## src/rtl/reu_dma_seq.sv

```systemverilog
// REU DMA transfer sequencer: bus-master engine that executes one committed
// stash / fetch / swap / verify command between C64 memory and expansion DRAM.
module reu_dma_seq #(
    parameter int EA_W    = 21,
    parameter bit PH_SYNC = 1'b1
) (
    input  logic            DotClk,
    input  logic            RESET,
    input  logic            PHI2,
    input  logic            BA,
    input  logic            Start,
    input  logic [1:0]      TType,
    input  logic [15:0]     CAIn,
    input  logic [EA_W-1:0] EAIn,
    input  logic [15:0]     LenIn,
    input  logic            FixCA,
    input  logic            FixEA,
    input  logic            Autoload,
    output logic            nDMA,
    output logic            BusAOE,
    output logic [15:0]     BusA,
    output logic            BusRnW,
    output logic            BusDOE,
    output logic [7:0]      BusDout,
    input  logic [7:0]      BusDin,
    output logic            MemReq,
    output logic            MemWE,
    output logic [EA_W-1:0] MemAddr,
    output logic [7:0]      MemWData,
    input  logic            MemAck,
    input  logic [7:0]      MemRData,
    output logic            Busy,
    output logic            Done,
    output logic            EndBlk,
    output logic            Fault,
    output logic [15:0]     CAOut,
    output logic [EA_W-1:0] EAOut,
    output logic [15:0]     LenOut
);

    typedef enum logic [2:0] {
        S_IDLE, S_WAITBA, S_C64RD, S_MEMRD, S_C64WR, S_MEMWR, S_NEXT, S_DONE
    } state_t;

    localparam logic [1:0] TT_STASH  = 2'b00;
    localparam logic [1:0] TT_FETCH  = 2'b01;
    localparam logic [1:0] TT_SWAP   = 2'b10;
    localparam logic [1:0] TT_VERIFY = 2'b11;

    state_t          state_q, state_d;
    logic [15:0]     ca_q, ca_d, len_q, len_d, ca0_q, ca0_d, len0_q, len0_d;
    logic [EA_W-1:0] ea_q, ea_d, ea0_q, ea0_d;
    logic [7:0]      h_q, h_d, g_q, g_d;
    logic [1:0]      ttype_q, ttype_d;
    logic            fix_ca_q, fix_ca_d, fix_ea_q, fix_ea_d, autoload_q, autoload_d;
    logic            fault_q, fault_d, endblk_q, endblk_d, done_q, done_d;
    logic            busy_q, busy_d, ndma_q, ndma_d, wr_act_q, wr_act_d;
    logic            bus_aoe_q, bus_aoe_d, bus_rnw_q, bus_rnw_d, bus_doe_q, bus_doe_d;
    logic [15:0]     bus_a_q, bus_a_d;
    logic [7:0]      bus_dout_q, bus_dout_d;
    logic            mem_req_q, mem_req_d, mem_we_q, mem_we_d;
    logic [EA_W-1:0] mem_addr_q, mem_addr_d;
    logic [7:0]      mem_wdata_q, mem_wdata_d;
    logic [15:0]     ca_out_q, ca_out_d, len_out_q, len_out_d;
    logic [EA_W-1:0] ea_out_q, ea_out_d;

    // PHI2 edge detection, optionally behind one synchronising register
    logic phi_cur, phi_p_q, phi_rise, phi_fall;

    generate
        if (PH_SYNC) begin : g_phi_sync
            logic phi_s_q;
            always_ff @(posedge DotClk) begin
                if (RESET) phi_s_q <= 1'b0;
                else       phi_s_q <= PHI2;
            end
            assign phi_cur = phi_s_q;
        end else begin : g_phi_raw
            assign phi_cur = PHI2;
        end
    endgenerate

    always_ff @(posedge DotClk) begin
        if (RESET) phi_p_q <= 1'b0;
        else       phi_p_q <= phi_cur;
    end

    assign phi_rise = phi_cur & ~phi_p_q;
    assign phi_fall = ~phi_cur & phi_p_q;

    always_comb begin
        state_d     = state_q;
        ca_d        = ca_q;
        ea_d        = ea_q;
        len_d       = len_q;
        ca0_d       = ca0_q;
        ea0_d       = ea0_q;
        len0_d      = len0_q;
        h_d         = h_q;
        g_d         = g_q;
        ttype_d     = ttype_q;
        fix_ca_d    = fix_ca_q;
        fix_ea_d    = fix_ea_q;
        autoload_d  = autoload_q;
        fault_d     = fault_q;
        endblk_d    = endblk_q;
        done_d      = 1'b0;
        busy_d      = busy_q;
        ndma_d      = ndma_q;
        wr_act_d    = wr_act_q;
        bus_aoe_d   = bus_aoe_q;
        bus_rnw_d   = bus_rnw_q;
        bus_doe_d   = bus_doe_q;
        bus_a_d     = bus_a_q;
        bus_dout_d  = bus_dout_q;
        mem_req_d   = mem_req_q;
        mem_we_d    = mem_we_q;
        mem_addr_d  = mem_addr_q;
        mem_wdata_d = mem_wdata_q;
        ca_out_d    = ca_out_q;
        ea_out_d    = ea_out_q;
        len_out_d   = len_out_q;

        case (state_q)
            S_IDLE: begin
                if (Start) begin
                    ca_d       = CAIn;
                    ea_d       = EAIn;
                    len_d      = LenIn;
                    ca0_d      = CAIn;
                    ea0_d      = EAIn;
                    len0_d     = LenIn;
                    h_d        = 8'h00;
                    ttype_d    = TType;
                    fix_ca_d   = FixCA;
                    fix_ea_d   = FixEA;
                    autoload_d = Autoload;
                    fault_d    = 1'b0;
                    endblk_d   = 1'b0;
                    ndma_d     = 1'b0;
                    busy_d     = 1'b1;
                    state_d    = S_WAITBA;
                end
            end
            S_WAITBA: begin
                if (phi_rise && BA) begin
                    if (ttype_q == TT_FETCH) begin
                        state_d = S_MEMRD;
                    end else begin
                        bus_aoe_d = 1'b1;
                        bus_rnw_d = 1'b1;
                        bus_a_d   = ca_q;
                        state_d   = S_C64RD;
                    end
                end
            end
            S_C64RD: begin
                if (phi_fall) begin
                    h_d       = BusDin;
                    bus_aoe_d = 1'b0;
                    state_d   = (ttype_q == TT_STASH) ? S_MEMWR : S_MEMRD;
                end
            end
            S_MEMRD: begin
                // Request is raised one cycle after entry and held steady until acknowledged
                if (mem_req_q && MemAck) begin
                    mem_req_d = 1'b0;
                    case (ttype_q)
                        TT_FETCH: begin
                            bus_dout_d = MemRData;
                            state_d    = S_C64WR;
                        end
                        TT_SWAP: begin
                            bus_dout_d = MemRData;
                            g_d        = h_q;
                            state_d    = S_C64WR;
                        end
                        default: begin
                            if (MemRData != h_q) fault_d = 1'b1;
                            state_d = S_NEXT;
                        end
                    endcase
                end else begin
                    mem_req_d  = 1'b1;
                    mem_we_d   = 1'b0;
                    mem_addr_d = ea_q;
                end
            end
            S_C64WR: begin
                if (!wr_act_q) begin
                    if (phi_rise && BA) begin
                        wr_act_d  = 1'b1;
                        bus_aoe_d = 1'b1;
                        bus_rnw_d = 1'b0;
                        bus_a_d   = ca_q;
                    end
                end else if (phi_fall) begin
                    // Data, address and R/W release together so D is never driven during a read
                    wr_act_d  = 1'b0;
                    bus_doe_d = 1'b0;
                    bus_aoe_d = 1'b0;
                    bus_rnw_d = 1'b1;
                    state_d   = (ttype_q == TT_SWAP) ? S_MEMWR : S_NEXT;
                end else begin
                    bus_doe_d = 1'b1;
                end
            end
            S_MEMWR: begin
                if (mem_req_q && MemAck) begin
                    mem_req_d = 1'b0;
                    mem_we_d  = 1'b0;
                    state_d   = S_NEXT;
                end else begin
                    mem_req_d   = 1'b1;
                    mem_we_d    = 1'b1;
                    mem_addr_d  = ea_q;
                    mem_wdata_d = (ttype_q == TT_SWAP) ? g_q : h_q;
                end
            end
            S_NEXT: begin
                if (!fix_ca_q) ca_d = ca_q + 16'd1;
                if (!fix_ea_q) ea_d = ea_q + {{(EA_W-1){1'b0}}, 1'b1};
                if (len_q == 16'd1 || fault_q) begin
                    state_d = S_DONE;
                end else begin
                    len_d   = len_q - 16'd1;
                    state_d = S_WAITBA;
                end
            end
            S_DONE: begin
                ndma_d    = 1'b1;
                busy_d    = 1'b0;
                done_d    = 1'b1;
                endblk_d  = ~fault_q;
                ca_out_d  = autoload_q ? ca0_q  : ca_q;
                ea_out_d  = autoload_q ? ea0_q  : ea_q;
                len_out_d = autoload_q ? len0_q : len_q;
                state_d   = S_IDLE;
            end
            default: state_d = S_IDLE;
        endcase
    end

    always_ff @(posedge DotClk) begin
        if (RESET) begin
            state_q     <= S_IDLE;
            ca_q        <= '0;
            ea_q        <= '0;
            len_q       <= '0;
            ca0_q       <= '0;
            ea0_q       <= '0;
            len0_q      <= '0;
            h_q         <= '0;
            g_q         <= '0;
            ttype_q     <= '0;
            fix_ca_q    <= 1'b0;
            fix_ea_q    <= 1'b0;
            autoload_q  <= 1'b0;
            fault_q     <= 1'b0;
            endblk_q    <= 1'b0;
            done_q      <= 1'b0;
            busy_q      <= 1'b0;
            ndma_q      <= 1'b1;
            wr_act_q    <= 1'b0;
            bus_aoe_q   <= 1'b0;
            bus_rnw_q   <= 1'b1;
            bus_doe_q   <= 1'b0;
            bus_a_q     <= '0;
            bus_dout_q  <= '0;
            mem_req_q   <= 1'b0;
            mem_we_q    <= 1'b0;
            mem_addr_q  <= '0;
            mem_wdata_q <= '0;
            ca_out_q    <= '0;
            ea_out_q    <= '0;
            len_out_q   <= '0;
        end else begin
            state_q     <= state_d;
            ca_q        <= ca_d;
            ea_q        <= ea_d;
            len_q       <= len_d;
            ca0_q       <= ca0_d;
            ea0_q       <= ea0_d;
            len0_q      <= len0_d;
            h_q         <= h_d;
            g_q         <= g_d;
            ttype_q     <= ttype_d;
            fix_ca_q    <= fix_ca_d;
            fix_ea_q    <= fix_ea_d;
            autoload_q  <= autoload_d;
            fault_q     <= fault_d;
            endblk_q    <= endblk_d;
            done_q      <= done_d;
            busy_q      <= busy_d;
            ndma_q      <= ndma_d;
            wr_act_q    <= wr_act_d;
            bus_aoe_q   <= bus_aoe_d;
            bus_rnw_q   <= bus_rnw_d;
            bus_doe_q   <= bus_doe_d;
            bus_a_q     <= bus_a_d;
            bus_dout_q  <= bus_dout_d;
            mem_req_q   <= mem_req_d;
            mem_we_q    <= mem_we_d;
            mem_addr_q  <= mem_addr_d;
            mem_wdata_q <= mem_wdata_d;
            ca_out_q    <= ca_out_d;
            ea_out_q    <= ea_out_d;
            len_out_q   <= len_out_d;
        end
    end

    assign nDMA     = ndma_q;
    assign BusAOE   = bus_aoe_q;
    assign BusA     = bus_a_q;
    assign BusRnW   = bus_rnw_q;
    assign BusDOE   = bus_doe_q;
    assign BusDout  = bus_dout_q;
    assign MemReq   = mem_req_q;
    assign MemWE    = mem_we_q;
    assign MemAddr  = mem_addr_q;
    assign MemWData = mem_wdata_q;
    assign Busy     = busy_q;
    assign Done     = done_q;
    assign EndBlk   = endblk_q;
    assign Fault    = fault_q;
    assign CAOut    = ca_out_q;
    assign EAOut    = ea_out_q;
    assign LenOut   = len_out_q;

endmodule

```

## config.mk

```make
export PLATFORM = sky130hd
export DESIGN_NAME = reu_dma_seq
export DESIGN_NICKNAME = d
export VERILOG_FILES = /design/src/rtl/reu_dma_seq.sv
export SDC_FILE = /design/constraint.sdc
export NUM_CORES = 1
export LEC_CHECK = 0
export ABC_AREA = 1
export BUFFER_PORTS_ARGS = -buffer_cell sky130_fd_sc_hd__buf_2
export CAP_MARGIN = 15
export CORE_MARGIN = 4
export CORE_UTILIZATION = 25
export DETAILED_ROUTE_END_ITERATION = 8
export HOLD_SLACK_MARGIN = 0.02
export SLEW_MARGIN = 5
export SYNTH_ARGS = -nofsm -noshare
export SYNTH_HDL_FRONTEND = slang
export SYNTH_SLANG_ARGS = --single-unit
```

## constraint.sdc

```tcl
create_clock -name DotClk -period 4 [get_ports DotClk]
set_input_delay 0.8 -clock DotClk [delete_from_list [all_inputs] [get_ports DotClk]]
set_output_delay 0.8 -clock DotClk [all_outputs]
set_load 0.03 [all_outputs]
```

==> flow_metrics.env <==
export IMPL_finalNonFillerCells=2368
export IMPL_r2r_cells=7
export IMPL_cp_end_kind="register"
export IMPL_layout_drive_gt1_share_pct=16.1
export IMPL_fin_nets=1838
export IMPL_htree_levels=1
export IMPL_syn_area_per_cell_sq_um=6.96
export IMPL_grt_pass1_vias=10300
export IMPL_hpwl_um=26000
export IMPL_chipWidth_um=219
export IMPL_ios=196
export IMPL_start_kind="register"
export IMPL_outcome="complete, no violations"
export IMPL_startpoint="state_q[2]"
export IMPL_antenna_found_initial=4
export IMPL_area_growth_synth_to_final_pct=22.5
export IMPL_num_rows=77
export IMPL_min_period_ns=2.65
export IMPL_cts_tree="done"
export IMPL_synth_area_sq_mm=0.0111
export IMPL_post_cts_setup_buffers=0
export IMPL_cts_buffer_depth=3
export IMPL_path_cells="nand2_4 -> inv_2 -> buf_4 -> nand3_1 -> or2_0 -> a21oi_1 -> nor2_1"
export IMPL_grt_start_max_net_pins=138
export IMPL_drtIter0Drc=627
export IMPL_ant_nets=0
export IMPL_period_share_pct=66.3
export IMPL_ys_types=41
export IMPL_maxSlewViolCount=0
export IMPL_crit_type="register to register"
export IMPL_max_freq_ghz=0.377
export IMPL_routabilityCongestion=0.890
export IMPL_start_util_pct=25.2
export IMPL_cp_required_ns=4.45
export IMPL_rsz0062_at_grt="no"
export IMPL_drt_wl_total_um=36400
export IMPL_finalHoldViolations=0
export IMPL_wire_per_inst_um=15.4
export IMPL_root_buffer="clkbuf_16"
export IMPL_cp_slowest_stage_delay_ns=0.57
export IMPL_clock_latency_ns=0.56
export IMPL_synth_nets=1687
export IMPL_clkTransAtPathRegs_ns=0.06
export IMPL_drc_errors=0
export IMPL_cts_buffers_inserted=29
export IMPL_dp_cells=2312
export IMPL_multi_input_area_sq_mm=0.00527
export IMPL_drv_cap=0
export IMPL_hp_start="g_phi_sync.phi_s_q"
export IMPL_synth_warnings=0
export IMPL_cts_resized_gates=0
export IMPL_core_sq_mm=0.0441
export IMPL_critPathArrivalTime_ns=3.11
export IMPL_fin_setup_tns_ns=0
export IMPL_holdPathStages=2
export IMPL_overflow=0
export IMPL_r2r_start="state_q[2]"
export IMPL_relSlewSlack_pct=29.8
export IMPL_final_common_cell="nand2_1"
export IMPL_p_leak_uw=0.00568
export IMPL_synth_seq_cells=249
export IMPL_worst_pin_slew_ns=1.05
export IMPL_cts_hold_buf=0
export IMPL_via_per_inst=4.59
export IMPL_fin_util_pct=30.9
export IMPL_hold_path_class="register to register"
export IMPL_num_vias=10900
export IMPL_finalSetupViolations=0
export IMPL_firstDrtPassIters=5
export IMPL_fp_dieArea_sq_mm=0.0480
export IMPL_cts_sinks=249
export IMPL_power_density_mw_per_mm2=637
export IMPL_port_buffers=195
export IMPL_grtUsageTotal_pct=14.7
export IMPL_ir_worst_vdd_mv=0.417
export IMPL_final_cell_mix="382 x nand2_1, 276 x o21ai_0, 248 x dfxtp_1, 195 x buf_2, 158 x a21oi_1"
export IMPL_worst_path_max_delay_cell="dfxtp_1"
export IMPL_seq_area_sq_mm=0.00499
export IMPL_ys_seq_area_share_pct=44.7
export IMPL_fin_skew_ns=0.00634
export IMPL_syn_inst=1600
export IMPL_die_h_um=219
export IMPL_hold_slack_ns=0.445
export IMPL_nFillCells=4847
export IMPL_crit_fanout=48
export IMPL_grt_pass1_wl_um=57400
## cell families after synthesis
kind of cell / Yosys count / synth area share (%)
AO/OA/AOI/OAI: 479 / 22.6
flip-flops: 249 / 44.7
multiplexers: 2 / 0.180
buffers and inverters: 223 / 7.94
AND/OR/NAND/NOR: 634 / 23.3
adder cells (fa/ha/maj): 7 / 0.786
XOR/XNOR: 6 / 0.472
## worst max-delay path: cells and delay by family, from the launching register on
family          cells  cell delay (ns)
compound gates      1             0.13
buf+inv             2             0.97
flops               1             0.57
simple gates        4             0.84
## synth_stat cells (all sizes together)
library cell,number,share of area [%]
o21a,11,0.74
a21oi,160,7.4
buf,31,1.5
inv,135,4.5
or2,11,0.62
a21boi,1,0.17
ha,7,0.79
mux2i,2,0.18
nor2b,1,0.056
xnor2,2,0.16
nor2,147,5.0
clkinv,1,0.034
xor2,4,0.31
nand3b,2,0.13
a2bb2oi,1,0.079
nand3,65,3.0
o21bai,1,0.067
a31oi,11,0.62
dfxtp,249,45
nor3,10,0.54
nor3b,1,0.067
o31ai,3,0.20
o21ai,281,13
clkbuf,56,1.9
nand2,385,13
nand4,12,0.73
a211oi,7,0.47
o211ai,3,0.20
## metal layers
metal / global-route usage [%] / up-vias / part of all wire [%]
met3: 4.20 / 57 / 8.1
met5: 0 / - / 0.093
met1: 20.2 / 4975 / 46
met4: 3.54 / 4 / 1.8
li1: - / 5567 / -
met2: 23.0 / 272 / 44
## cell type report
type	count	area share, %
multi-input cells	1128	38.6
flip-flops and latches	249	36.5
repair buffers	207	7.99
clock buffers	42	6.26
well taps	592	5.43
inverters	136	3.75
clock inverters	11	1.36
diodes	3	0.0550
## where the power goes
part / total, uW / switching, uW / internal (uW)
Clock: 2890 / 1100 / 1790
Combinational: 2470 / 1690 / 776
Sequential: 3340 / 414 / 2920
Total: 8690 / 3200 / 5490
## worst paths after layout
path	endpoint	slack, ns
setup / recovery	ea_q[7]	1.35
hold / removal	phi_p_q	0.45
setup reg to reg	ea_q[7]	1.35
hold reg to reg	phi_p_q	0.45
## registers in the layout, summed over array words and instances, names as in the netlist, 3 cells and up
name,count
len_q,16
MemAddr,21
BusDout,8
state_q,3
len0_q,16
LenOut,16
BusA,16
h_q,8
MemWData,8
ea_q,21
ca0_q,16
ca_q,16
g_q,8
EAOut,21
ea0_q,21
CAOut,16
## metrics by stage
| step | power [uW] | cell area (sq um) | worst slack [ns] |
|---|---|---|---|
| finish | 8690 | 13600 | 1.35 |
| floorplan | 5130 | 11100 | 2.24 |
| CTS | 8790 | 13600 | 1.34 |
| global placement | 5820 | 12600 | 1.38 |
| global route | 9290 | 13600 | 1.04 |
| detailed placement | 5860 | 12600 | 1.35 |
Power figures use the tool's default switching activity.
